`config.mk`:
```
export PLATFORM = sky130hd
export DESIGN_NAME = fetch_sequencer_flat
export DESIGN_NICKNAME = d
export VERILOG_FILES = /design/src/rtl/fetch_sequencer_pkg.sv /design/src/rtl/fetch_sequencer_if.sv /design/src/rtl/fetch_perf_counter.sv /design/src/rtl/fetch_sequencer.sv /design/src/flat_wrapper.sv
export SDC_FILE = /design/constraint.sdc
export NUM_CORES = 1
export LEC_CHECK = 0
export CELL_PAD_IN_SITES_DETAIL_PLACEMENT = 1
export CELL_PAD_IN_SITES_GLOBAL_PLACEMENT = 1
export CORE_ASPECT_RATIO = 0.6
export CORE_MARGIN = 3
export CORE_UTILIZATION = 18
export DETAILED_ROUTE_END_ITERATION = 7
export GPL_ROUTABILITY_DRIVEN = 1
export PLACE_DENSITY_LB_ADDON = 0.1
export SLEW_MARGIN = 20
export SYNTH_ARGS = -nofsm -noshare
export SYNTH_HDL_FRONTEND = slang
export SYNTH_SLANG_ARGS = --single-unit
```
`constraint.sdc`:
```
create_clock -name clk -period 2.6 [get_ports clk]
set_clock_uncertainty 0.2 [all_clocks]
set_input_delay 0.78 -clock clk [delete_from_list [all_inputs] [get_ports clk]]
set_output_delay 0.78 -clock clk [all_outputs]
set_load 0.1 [all_outputs]
```
`src/rtl/fetch_sequencer_pkg.sv`:
```
// Shared definitions for the IF-stage fetch sequencer: run-state encodings and parameter defaults.
package fetch_sequencer_pkg;

    typedef enum logic [1:0] {
        FS_LOAD = 2'b00,
        FS_RUN  = 2'b01,
        FS_HALT = 2'b10
    } fetch_state_e;

    localparam logic [31:0] RESET_PC_DEF   = 32'h0000_0000;
    localparam int          IMEM_DEPTH_DEF = 256;

endpackage

```
`src/rtl/fetch_sequencer_if.sv`:
```
// Bundles the fetch sequencer's control, loader and PC/IMEM signals; slave = sequencer side.
interface fetch_sequencer_if #(
    parameter int AW = 8
);
    logic          start_i;
    logic          stall_i;
    logic          branch_taken_i;
    logic [31:0]   branch_target_i;
    logic          jump_i;
    logic [31:0]   jump_target_i;
    logic          halt_i;
    logic [31:0]   pc_plus_i;
    logic          load_req_i;
    logic [AW-1:0] load_addr_i;
    logic [31:0]   load_data_i;
    logic          load_gnt_o;
    logic          imem_we_o;
    logic [AW-1:0] imem_waddr_o;
    logic [31:0]   imem_wdata_o;
    logic          pc_write_o;
    logic [31:0]   pc_next_o;
    logic          flush_o;
    logic [1:0]    state_o;

    modport master (
        output start_i, stall_i, branch_taken_i, branch_target_i, jump_i, jump_target_i,
               halt_i, pc_plus_i, load_req_i, load_addr_i, load_data_i,
        input  load_gnt_o, imem_we_o, imem_waddr_o, imem_wdata_o, pc_write_o, pc_next_o,
               flush_o, state_o
    );

    modport slave (
        input  start_i, stall_i, branch_taken_i, branch_target_i, jump_i, jump_target_i,
               halt_i, pc_plus_i, load_req_i, load_addr_i, load_data_i,
        output load_gnt_o, imem_we_o, imem_waddr_o, imem_wdata_o, pc_write_o, pc_next_o,
               flush_o, state_o
    );

endinterface

```
`src/rtl/fetch_perf_counter.sv`:
```
// Fetch/stall cycle counters for the fetch sequencer; only present when FETCH_PERF_CNT_EN is defined.
`ifdef FETCH_PERF_CNT_EN
module fetch_perf_counter (
    input  logic        clk,
    input  logic        rst_n,
    input  logic        run_i,
    input  logic        pc_write_i,
    output logic [31:0] fetch_cnt_o,
    output logic [31:0] stall_cnt_o
);

    logic [31:0] fetch_cnt_q, fetch_cnt_d;
    logic [31:0] stall_cnt_q, stall_cnt_d;

    always_comb begin
        fetch_cnt_d = fetch_cnt_q;
        stall_cnt_d = stall_cnt_q;
        if (run_i) begin
            if (pc_write_i) fetch_cnt_d = fetch_cnt_q + 32'd1;
            else            stall_cnt_d = stall_cnt_q + 32'd1;
        end
    end

    always_ff @(posedge clk or negedge rst_n) begin
        if (!rst_n) begin
            fetch_cnt_q <= '0;
            stall_cnt_q <= '0;
        end else begin
            fetch_cnt_q <= fetch_cnt_d;
            stall_cnt_q <= stall_cnt_d;
        end
    end

    assign fetch_cnt_o = fetch_cnt_q;
    assign stall_cnt_o = stall_cnt_q;

endmodule
`endif

```
`src/rtl/fetch_sequencer.sv`:
```
// IF-stage sequencer: LOAD/RUN/HALT run-state, next-PC muxing and IMEM loader arbitration.
// Optional FETCH_PERF_CNT_EN adds fetch/stall cycle counter outputs.
//   state   | meaning
//   FS_LOAD | PC held at RESET_PC, loader owns the IMEM write port
//   FS_RUN  | normal fetch: jump > branch > stall > sequential
//   FS_HALT | PC frozen until start_i
module fetch_sequencer
    import fetch_sequencer_pkg::*;
#(
    parameter logic [31:0] RESET_PC   = RESET_PC_DEF,
    parameter int          IMEM_DEPTH = IMEM_DEPTH_DEF,
    parameter int          AW         = $clog2(IMEM_DEPTH)
) (
    input  logic             clk,
    input  logic             rst_n,
    fetch_sequencer_if.slave bus
`ifdef FETCH_PERF_CNT_EN
    ,
    output logic [31:0]      fetch_cnt_o,
    output logic [31:0]      stall_cnt_o
`endif
);

    // One extra bit so the counter can hold IMEM_DEPTH itself.
    localparam int CW = $clog2(IMEM_DEPTH + 1);

    fetch_state_e  state_q, state_d;
    logic [CW-1:0] cnt_q, cnt_d;
    logic          flush_q, flush_d;
    logic          gnt;
    logic          full;
    logic          redirect;
    logic          pc_write;
    logic [31:0]   pc_next;

    assign full     = (cnt_q == CW'(IMEM_DEPTH));
    assign redirect = bus.jump_i | bus.branch_taken_i;

    always_comb begin
        state_d  = state_q;
        cnt_d    = cnt_q;
        flush_d  = 1'b0;
        gnt      = 1'b0;
        pc_write = 1'b1;
        pc_next  = RESET_PC;
        case (state_q)
            FS_LOAD: begin
                gnt   = bus.load_req_i & ~full;
                cnt_d = cnt_q + CW'(gnt);
                if (bus.start_i || full) state_d = FS_RUN;
            end
            FS_RUN: begin
                pc_next = bus.jump_i         ? bus.jump_target_i   :
                          bus.branch_taken_i ? bus.branch_target_i : bus.pc_plus_i;
                if (redirect) begin
                    flush_d = 1'b1;
                end else if (bus.halt_i) begin
                    pc_write = 1'b0;
                    state_d  = FS_HALT;
                end else if (bus.stall_i) begin
                    pc_write = 1'b0;
                end
            end
            FS_HALT: begin
                pc_write = 1'b0;
                pc_next  = bus.pc_plus_i;
                if (bus.start_i) state_d = FS_RUN;
            end
            default: state_d = FS_LOAD;
        endcase
    end

    always_ff @(posedge clk or negedge rst_n) begin
        if (!rst_n) begin
            state_q <= FS_LOAD;
            cnt_q   <= '0;
            flush_q <= 1'b0;
        end else begin
            state_q <= state_d;
            cnt_q   <= cnt_d;
            flush_q <= flush_d;
        end
    end

    assign bus.load_gnt_o   = gnt;
    assign bus.imem_we_o    = gnt;
    assign bus.imem_waddr_o = bus.load_addr_i;
    assign bus.imem_wdata_o = bus.load_data_i;
    assign bus.pc_write_o   = pc_write;
    assign bus.pc_next_o    = pc_next;
    assign bus.flush_o      = flush_q;
    assign bus.state_o      = state_q;

`ifdef FETCH_PERF_CNT_EN
    fetch_perf_counter u_perf (
        .clk         (clk),
        .rst_n       (rst_n),
        .run_i       (state_q == FS_RUN),
        .pc_write_i  (pc_write),
        .fetch_cnt_o (fetch_cnt_o),
        .stall_cnt_o (stall_cnt_o)
    );
`endif

endmodule

```
`src/flat_wrapper.sv`:
```
// flat-port wrapper written by rule: the top's interface ports become plain ports
module fetch_sequencer_flat import fetch_sequencer_pkg::*;
#(
    parameter logic [31:0] RESET_PC   = RESET_PC_DEF,
    parameter int          IMEM_DEPTH = IMEM_DEPTH_DEF,
    parameter int          AW         = $clog2(IMEM_DEPTH)
)
  (clk, rst_n, bus_start_i, bus_stall_i, bus_branch_taken_i, bus_branch_target_i, bus_jump_i, bus_jump_target_i, bus_halt_i, bus_pc_plus_i, bus_load_req_i, bus_load_addr_i, bus_load_data_i, bus_load_gnt_o, bus_imem_we_o, bus_imem_waddr_o, bus_imem_wdata_o, bus_pc_write_o, bus_pc_next_o, bus_flush_o, bus_state_o);
  fetch_sequencer_if #(.AW(AW)) bus_i ();
  input  logic clk;
  input  logic rst_n;
  input wire logic [$bits(bus_i.start_i)-1:0] bus_start_i;
  input wire logic [$bits(bus_i.stall_i)-1:0] bus_stall_i;
  input wire logic [$bits(bus_i.branch_taken_i)-1:0] bus_branch_taken_i;
  input wire logic [$bits(bus_i.branch_target_i)-1:0] bus_branch_target_i;
  input wire logic [$bits(bus_i.jump_i)-1:0] bus_jump_i;
  input wire logic [$bits(bus_i.jump_target_i)-1:0] bus_jump_target_i;
  input wire logic [$bits(bus_i.halt_i)-1:0] bus_halt_i;
  input wire logic [$bits(bus_i.pc_plus_i)-1:0] bus_pc_plus_i;
  input wire logic [$bits(bus_i.load_req_i)-1:0] bus_load_req_i;
  input wire logic [$bits(bus_i.load_addr_i)-1:0] bus_load_addr_i;
  input wire logic [$bits(bus_i.load_data_i)-1:0] bus_load_data_i;
  output wire logic [$bits(bus_i.load_gnt_o)-1:0] bus_load_gnt_o;
  output wire logic [$bits(bus_i.imem_we_o)-1:0] bus_imem_we_o;
  output wire logic [$bits(bus_i.imem_waddr_o)-1:0] bus_imem_waddr_o;
  output wire logic [$bits(bus_i.imem_wdata_o)-1:0] bus_imem_wdata_o;
  output wire logic [$bits(bus_i.pc_write_o)-1:0] bus_pc_write_o;
  output wire logic [$bits(bus_i.pc_next_o)-1:0] bus_pc_next_o;
  output wire logic [$bits(bus_i.flush_o)-1:0] bus_flush_o;
  output wire logic [$bits(bus_i.state_o)-1:0] bus_state_o;
  assign bus_i.start_i = bus_start_i;
  assign bus_i.stall_i = bus_stall_i;
  assign bus_i.branch_taken_i = bus_branch_taken_i;
  assign bus_i.branch_target_i = bus_branch_target_i;
  assign bus_i.jump_i = bus_jump_i;
  assign bus_i.jump_target_i = bus_jump_target_i;
  assign bus_i.halt_i = bus_halt_i;
  assign bus_i.pc_plus_i = bus_pc_plus_i;
  assign bus_i.load_req_i = bus_load_req_i;
  assign bus_i.load_addr_i = bus_load_addr_i;
  assign bus_i.load_data_i = bus_load_data_i;
  assign bus_load_gnt_o = bus_i.load_gnt_o;
  assign bus_imem_we_o = bus_i.imem_we_o;
  assign bus_imem_waddr_o = bus_i.imem_waddr_o;
  assign bus_imem_wdata_o = bus_i.imem_wdata_o;
  assign bus_pc_write_o = bus_i.pc_write_o;
  assign bus_pc_next_o = bus_i.pc_next_o;
  assign bus_flush_o = bus_i.flush_o;
  assign bus_state_o = bus_i.state_o;
  fetch_sequencer #(.RESET_PC(RESET_PC), .IMEM_DEPTH(IMEM_DEPTH), .AW(AW)) u_core (.clk(clk), .rst_n(rst_n), .bus(bus_i));
endmodule
```
==> results.ini <==
[critical_path]
reg2reg_depth=8
cp.arrival_ns=1.91
r2r_slack_ns=0.26
crit_slowest_cell=nor3b_4
crit_family=buffers and inverters
crit_required_ns=1.62
crit_fanout=5
path_cells=buf_6, nor3b_4, buf_6, buf_12, o21ai_4, a21boi_4, buf_12
criticalPathCategory=input pin to output port
cpPeakStageDelay_ns=0.24
startpoint_type=input pin
path_depth=7
cp_num_buf_inv=4
end_kind=output port

[placed_design]
gp_congestion=0.773
pre_cts_slack_ns=-0.736
dpl.hpwl_um=6790
io_buffers=141

[grt]
grt_max_degree=24
antenna_found_initial=0
grt_usage=0.145
grt_pass1_vias=2492
overflow=0
grt_pass1_wl_um=14000

[routing]
drc_errors=0
drt_pass1_iterations=3
routed_wl_um=9290
viasPerCell=4.46
ant_nets=0
wire_per_inst_um=18.4
first_iter_violations=50
via_count=2246

[floorplanning]
rows=28
die_area_um2=12300
start_util=0.193
die_w_um=141
ios=222
die_h_um=87.2
coreArea_um2=10300

[cells_and_area]
ff_latch_area_um2=308
n_fill_cell=1089
nets=519
area_growth_pct=140
num_antenna_cells=0
multi_input_area_um2=1950
drive_gt1_frac=0.526

[min_path]
hold_depth=1
hp-class=register to register

[synthesis]
ys_ff_latch=12
synth_top_area_share=0.188
synth_xor_area_frac=0.0310
synth-simple-area-share=0.144
seq_area_frac_synth=0.152
synth_top_family_by_area=compound AO/OA/AOI/OAI gates
muxShareOfSynthArea=0.188
synth_warnings=0
synth.distinct_cells=36
synth_area_um2=1980
synth_fa_ha_area_frac=0.0316
avgSynthCellArea_um2=7.91
synth_area_leader_cell=mux2_2
synth.area.top_cells=mux2_2, buf_4, dfrtp_1
postSynthCellCount=250
synthesis.nets=399
synth-compound-area-share=0.244

[timing]
maxSlewViolCount=0
final_hold_viol_count=0
max_freq_mhz=346
worst_pin_slew_ns=0.593
period_minus_slack_ns=2.89
setup_tns_ns=-8.83
setup_viol=33
period_share=1.11
layout_setup_ws_ns=-0.289
relSlewSlack=0.604
rsz0062_at_grt=yes

[run]
maxCapViolCount=0

[pwr]
peakVddDrop_mv=0.690
p_leak_nw=1.78
power-per-cell-area_nw_per_um2=1280

[clocking]
path_clk_slew_ns=0.05
clk_latency_ns=0.24
clock-sinks=12
cts_tree=built
cts_buffers=3
cts-htree-levels=1
root_buffer=clkbuf_16
cts_buffer_depth=2

[run_status]
violations=negative setup slack
outcome=finished with violations

[cell type report]
type / instances / area share
timing repair buffer: 174 / 0.467
clock buffer: 4 / 0.0187
multi-input combinational: 176 / 0.411
sequential: 12 / 0.0648
tap: 135 / 0.0356
inverter: 3 / 0.00290
[per-layer routing]
metal,vias up,track usage,part of all wire
met2,100,0.235,0.45
met3,10,0.0538,0.099
met5,-,0,0
met4,0,0.0185,0.0051
met1,1052,0.191,0.44
li1,1084,-,-
[state kept, by name, indices dropped and copies added (netlist names)]
| register | count |
|---|---|
| u_core.bus.state_o | 2 |
| u_core.cnt_q | 9 |
| u_core.bus.flush_o | 1 |
[report_power, final]
part           switching [mW]  internal [mW]  leakage [nW]  total [mW]
Combinational            3.09           2.32          1.58        5.42
Sequential             0.0895          0.261         0.152       0.350
Clock                  0.0840          0.233        0.0442       0.316
[kinds of logic (layout without fill, tap and decap cells)]
logic type / Yosys count / count (layout)
DFF: 12 / 12
adders and majority gates: 5 / 5
and+or+nand+nor: 57 / 57
muxes: 33 / 33
AOI/OAI and AO/OA: 74 / 74
buffers and inverters: 62 / 181
xor gates and xnor gates: 7 / 7
[stage by stage]
step,power [mW],hold WS (ns),utilization,cells,cell area [um^2]
after floorplan,3.84,0.238,-,250,2430
after CTS,5.94,0.267,0.439,502,4500
after global routing,6.34,0.291,0.463,504,4750
final,6.08,0.264,0.463,504,4750
after detailed placement,5.27,0.257,0.402,487,4120
after global placement,5.24,0.254,0.402,487,4120
[cell usage after synthesis]
cell type	n
nor3_1	1
buf_1	2
nor2b_1	1
o21bai_1	1
buf_6	1
nand4_1	2
a211oi_2	2
a21oi_1	1
a311oi_1	1
a21boi_1	7
dfrtp_1	12
o21a_1	1
nand3_1	5
a31o_2	1
a21o_1	1
buf_4	43
mux2_2	33
ha_1	5
nor3b_2	1
nand2_1	33
or3b_4	1
nor4_2	1
and3_1	5
a21boi_0	25
nor4_1	1
clkbuf_1	4
a211oi_1	1
nand4b_1	1
and2_1	1
buf_2	9
nor2_1	2
inv_1	3
xnor2_1	7
nand3b_1	1
and4_1	1
o21ai_0	33
[layout by cell type (no fill, tap or decap), drive strengths merged]
master / Yosys / routed
a211oi: 3 / 3
a21boi: 32 / 32
a21o: 1 / 1
a21oi: 1 / 1
a311oi: 1 / 1
a31o: 1 / 1
and2: 1 / 1
and3: 5 / 5
and4: 1 / 1
buf: 55 / 72
clkbuf: 4 / 5
clkdlybuf4s50: 0 / 100
dfrtp: 12 / 12
dlygate4sd2: 0 / 1
ha: 5 / 5
inv: 3 / 3
mux2: 33 / 33
nand2: 33 / 33
nand3: 5 / 5
nand3b: 1 / 1
nand4: 2 / 2
nand4b: 1 / 1
nor2: 2 / 2
nor2b: 1 / 1
nor3: 1 / 1
nor3b: 1 / 1
nor4: 2 / 2
o21a: 1 / 1
o21ai: 33 / 33
o21bai: 1 / 1
or3b: 1 / 1
xnor2: 7 / 7
[path summary, 6_finish.rpt]
check	start	end
worst min register to register	u_core.cnt_q[8]	u_core.cnt_q[8]
min in group asynchronous	rst_n	u_core.bus.flush_o
worst max-delay path	bus_jump_i	bus_pc_next_o[12]
worst min-delay path	u_core.cnt_q[8]	u_core.cnt_q[8]
max in group asynchronous	rst_n	u_core.bus.state_o[0]
worst max register to register	u_core.cnt_q[5]	u_core.cnt_q[8]
[what timing repair did]
action                                  4_1_cts  5_1_grt
setup buffers                                 5        1
pin swaps                                    23       29
cloned                                        6        1
endpoints found under the setup margin       35       35
hold endpoints to repair                      0        0
resized for setup                            81       45
hold buffers                                  0        0
(Power assumes the default switching activity.)
